## config.mk

```make
export PLATFORM = sky130hd
export DESIGN_NAME = bitmap_addr_encoder
export DESIGN_NICKNAME = d
export VERILOG_FILES = /design/src/rtl/bitmap_addr_encoder.sv
export SDC_FILE = /design/constraint.sdc
export NUM_CORES = 1
export LEC_CHECK = 0
export CAP_MARGIN = 20
export CORE_MARGIN = 5
export CORE_UTILIZATION = 56
export DETAILED_ROUTE_END_ITERATION = 10
export PLACE_DENSITY = 0.84
export SYNTH_ARGS = -nofsm -noshare
export SYNTH_HDL_FRONTEND = slang
export SYNTH_SLANG_ARGS = --single-unit
export TNS_END_PERCENT = 10
```

## constraint.sdc

```tcl
create_clock -name clk -period 4 [get_ports clk]
set_clock_uncertainty 0.2 [all_clocks]
set_input_delay 0.8 -clock clk [delete_from_list [all_inputs] [get_ports clk]]
set_output_delay 0.8 -clock clk [all_outputs]
set_load 0.01 [all_outputs]
```

## src/rtl/bitmap_addr_encoder.sv

```systemverilog
// -----------------------------------------------------------------------------
// bitmap_addr_encoder
//
// Sequential inverse of the multi-hot decoder. It latches a SIZE-bit multi-hot
// vector on start and scans it one bit per clock, lowest index first. The index
// of each set bit is packed into the next free BIT-wide slot of addr_out until
// K slots are filled. Any set bit found after that raises overflow instead.
//
// Ports
//   clk      : rising-edge clock
//   rst      : synchronous, active-high reset
//   start    : begin a conversion; sampled only in IDLE
//   in_vec   : multi-hot vector, latched on the start-accept edge
//   busy     : high in SCAN and DONE
//   done     : one-cycle pulse; results are valid from this cycle on
//   addr_out : packed indices, slot i = addr_out[BIT*(i+1)-1 : BIT*i]
//   count    : number of valid slots, 0..K
//   overflow : in_vec held more than K set bits
// -----------------------------------------------------------------------------
module bitmap_addr_encoder #(
  parameter int SIZE = 8,
  parameter int K    = 4,
  parameter int BIT  = $clog2(SIZE),
  parameter int CW   = $clog2(K + 1)
) (
  input  logic              clk,
  input  logic              rst,
  input  logic              start,
  input  logic [SIZE-1:0]   in_vec,
  output logic              busy,
  output logic              done,
  output logic [K*BIT-1:0]  addr_out,
  output logic [CW-1:0]     count,
  output logic              overflow
);

  typedef enum logic [1:0] {
    IDLE = 2'd0,
    SCAN = 2'd1,
    DONE = 2'd2
  } state_t;

  localparam logic [BIT-1:0] LAST_IDX = BIT'(SIZE - 1);
  localparam logic [CW-1:0]  K_SLOTS  = CW'(K);

  state_t            state_q, state_d;
  logic [BIT-1:0]    idx_q;
  logic [SIZE-1:0]   vec_q;
  logic [K*BIT-1:0]  addr_q;
  logic [CW-1:0]     count_q;
  logic              overflow_q;

  // ---------------------------------------------------------------------------
  // State register
  // ---------------------------------------------------------------------------
  // NOTE: sequential state is updated with non-blocking assignments so every
  // register samples the pre-edge values of the others, independent of the
  // order in which the always blocks are evaluated.
  always_ff @(posedge clk) begin
    if (rst) begin
      state_q <= IDLE;
    end else begin
      state_q <= state_d;
    end
  end

  // ---------------------------------------------------------------------------
  // Next-state logic
  // ---------------------------------------------------------------------------
  // NOTE: state_d gets a default before the case so no path leaves it
  // unassigned; without it synthesis would infer a latch.
  always_comb begin
    state_d = state_q;
    unique case (state_q)
      IDLE:    if (start) state_d = SCAN;
      SCAN:    if (idx_q == LAST_IDX) state_d = DONE;
      DONE:    state_d = IDLE;
      default: state_d = IDLE;
    endcase
  end

  // ---------------------------------------------------------------------------
  // Datapath: latched vector, scan index and packed results
  // ---------------------------------------------------------------------------
  always_ff @(posedge clk) begin
    if (rst) begin
      idx_q      <= '0;
      vec_q      <= '0;
      addr_q     <= '0;
      count_q    <= '0;
      overflow_q <= 1'b0;
    end else begin
      unique case (state_q)
        IDLE: begin
          // Results are held here until a new conversion is accepted.
          if (start) begin
            vec_q      <= in_vec;
            idx_q      <= '0;
            addr_q     <= '0;
            count_q    <= '0;
            overflow_q <= 1'b0;
          end
        end
        SCAN: begin
          if (vec_q[idx_q]) begin
            if (count_q < K_SLOTS) begin
              addr_q[count_q*BIT +: BIT] <= idx_q;
              count_q                    <= count_q + 1'b1;
            end else begin
              overflow_q <= 1'b1;
            end
          end
          // The terminal compare stops idx before it could wrap.
          if (idx_q != LAST_IDX) begin
            idx_q <= idx_q + 1'b1;
          end
        end
        default: ;
      endcase
    end
  end

  assign busy     = (state_q != IDLE);
  assign done     = (state_q == DONE);
  assign addr_out = addr_q;
  assign count    = count_q;
  assign overflow = overflow_q;

endmodule

```

==> flow_summary.yaml <==
status:
  status: "finished clean"
synth:
  synth_top_family_by_area: "compound AO/OA/AOI/OAI gates"
  async_flop_share_pct: 0
  synth-compound-area-share_pct: 19.07
  postSynthCellCount: 169
  netlist_area_um2: 1647
  synth_edf_count: 0
  yosys_warnings: 0
  avgSynthCellArea_um2: 9.743
  synth_top_area_share_pct: 35.26
  synth_cell_types: 42
  synth_xor_area_share_pct: 0.5319
  ys_ff_latch: 29
  synth_mux_area_share_pct: 13.37
  synthSimpleGateAreaFrac_pct: 18.62
  yosys.area_share.adder_pct: 4.559
  ys_seq_area_share_pct: 35.26
  syn_nets: 186
  synth.area.top_cells: "dfxtp_1, mux2i_1, nand2b_1"
  yosys.area.top_type: "dfxtp_1"
  synthFlopType: "dfxtp_1"
timing:
  slew_violations: 0
  fmax_mhz: 360.8
  tightest_slew_ns: 0.9951
  finalHoldViolCount: 0
  period_needed_ns: 2.772
  fin_crit_sh_pct: 69.30
  slew_headroom_pct: 33.66
  grt_setup_unrepaired: "false"
  finalSetupViolations: 0
  setup_tns_ns: 0
layout:
  fin_cells: 224
  layout-drive-gt1-share_pct: 9.326
  nNetsFinal: 209
  layout_common_cells: "dfxtp_1, clkdlybuf4s50_1, mux2i_1"
  fill_cells: 204
  synthToLayoutAreaGrowth_pct: 17.33
  stdcell_area_um2: 1932
  multi_input_area_um2: 924.6
  final_common_cell: "dfxtp_1"
  antennaDiodeCount: 0
  seq_area_um2: 580.6
grt:
  antenna_found_initial: 0
  grt_max_degree: 18
  grt_pass1_vias: 1321
  grt_pass1_wl_um: 6072
  grt_overflow_total: 0
  grt_usage_pct: 18.63
hold_path:
  hold_depth: 2
  worstHoldEndpoint: "overflow"
  hp-start: "overflow"
  hp-class: "register to register"
pwr:
  peakVddDrop_mv: 0.2954
  seqPwrFrac_pct: 55.0
  p_int_uw: 402.9
  p_leak_uw: 0.0007333
  power_frac_clock_pct: 30.8
  combPwrFrac_pct: 14.1
  swShare_pct: 27.48
  p_switching_uw: 152.6
  p_per_area_nw_per_um2: 287.6
clocking:
  cts_made_buffers: 5
  worstSkewPairLatency_ns: 0.34
  clockBufferDepth: 2
  cts_tree: "yes"
  path_clk_slew_ns: 0.10
  cts_sinks: 29
  cts_setup_buffers: 0
  htree_levels: 2
  cts_root_buf: "clkbuf_4"
  cts_resized: 0
  ctsHoldBuffers: 0
route:
  ant_nets: 0
  wl_per_cell_um: 16.08
  route.vias.total: 1339
  drtIter0Drc: 49
  wl_um: 3601
  drc: 0
  via_per_inst: 5.978
  first_pass_iters: 4
placed_design:
  place.gp.congestion: 0.8689
  numPortBuffers: 28
  place_area_um2: 1881
  dpl.cell_count: 216
  dpl.hpwl_um: 2703
job:
  drv_cap: 0
worst_setup_path:
  path_max_fanout: 12
  timing.rr.end: "addr_out[6]"
  r2r_setup_slack_ns: 1.61
  critPathCaptureType: "output port"
  r2r-start: "idx_q[1]"
  required_ns: 3.00
  criticalPathCategory: "register to output port"
  critPathLaunchType: "register"
  critPathArrivalTime_ns: 1.77
  r2r_cells: 4
floorplan:
  die_area_um2: 4125
  core_area_um2: 2781
  die_y_um: 64.23
  row_count: 19
  die_w_um: 64.23
  start_util_pct: 59.20
  pin_count: 29
-- synthesized netlist by cell type, drive strengths merged, types with 4 or more instances --
library cell and count:
nand2b 13, o32ai 6, o311ai 4, dfxtp 29, nand2 8, mux2i 22, inv 13, a21oi 4
ha 6, buf 11, nor2 15
-- cells by family (layout without fill, tap and decap cells) --
group	after synthesis	in the layout
and+or+nand+nor	55	55
muxes	22	22
DFF	29	29
xor gates and xnor gates	1	1
AOI/OAI and AO/OA	30	30
adders and majority gates	6	6
buffers and inverters	26	50
-- registers in the layout (all words and copies together) (netlist names) --
name / cells
state_q: 2
vec_q: 8
overflow: 1
count: 3
addr_out: 12
idx_q: 3
-- cell type report --
cell class	count	area share (%)
clock buffers	6	2.137
clock inverters	2	0.5181
inverters	13	2.526
repair buffers	29	14.90
flip-flops and latches	29	30.05
well taps	31	2.008
multi-input cells	114	47.86
-- worst max path at each step --
stage / startpoint / end / slack [ns] / cells after the start
finish: state_q[0] / busy / 1.23 / 3
CTS: state_q[0] / busy / 1.25 / 3
detailed placement: rst / addr_out[8] / 1.17 / 5
floorplan: count[0] / addr_out[6] / 1.88 / 6
global placement: rst / addr_out[8] / 1.30 / 5
global route: state_q[0] / busy / 1.13 / 3
-- critical path: stages (launching register included) --
cell and delay [ns]:
dfxtp_1 0.57, inv_2 0.21, nand2_1 0.12, clkdlybuf4s50_1 0.54
-- power groups by stage --
stage | registers (µW) | clock network (µW) | logic, µW
finish | 306 | 171 | 78.5
global route | 307 | 194 | 85.0
CTS | 305 | 175 | 78.8
detailed placement | 312 | 0 | 78.3
global placement | 312 | 0 | 75.7
floorplan | 307 | 0 | 61.8
-- routing by layer --
layer  vias up  track usage, %  share of wire (%)
li1        644               -                  -
met1       654           19.89                 39
met2        35           33.54                 54
met3         6           5.954                5.4
met4         0           7.634                1.2
met5         -               0                  0
-- stage by stage --
stage | total power [µW] | setup slack (ns) | util (%) | hold WS [ns]
6_report | 555.5 | 1.228 | 69.46 | 0.2541
5_1_grt | 585.7 | 1.134 | 69.46 | 0.2910
3_5_place_dp | 390.5 | 1.171 | 67.61 | 0.2444
4_1_cts | 559.1 | 1.250 | 69.46 | 0.2587
2_1_floorplan | 369.2 | 1.883 | - | 0.2596
3_3_place_gp | 387.5 | 1.299 | 67.61 | 0.2348
Note: power is estimated with default switching activity, not from simulation.
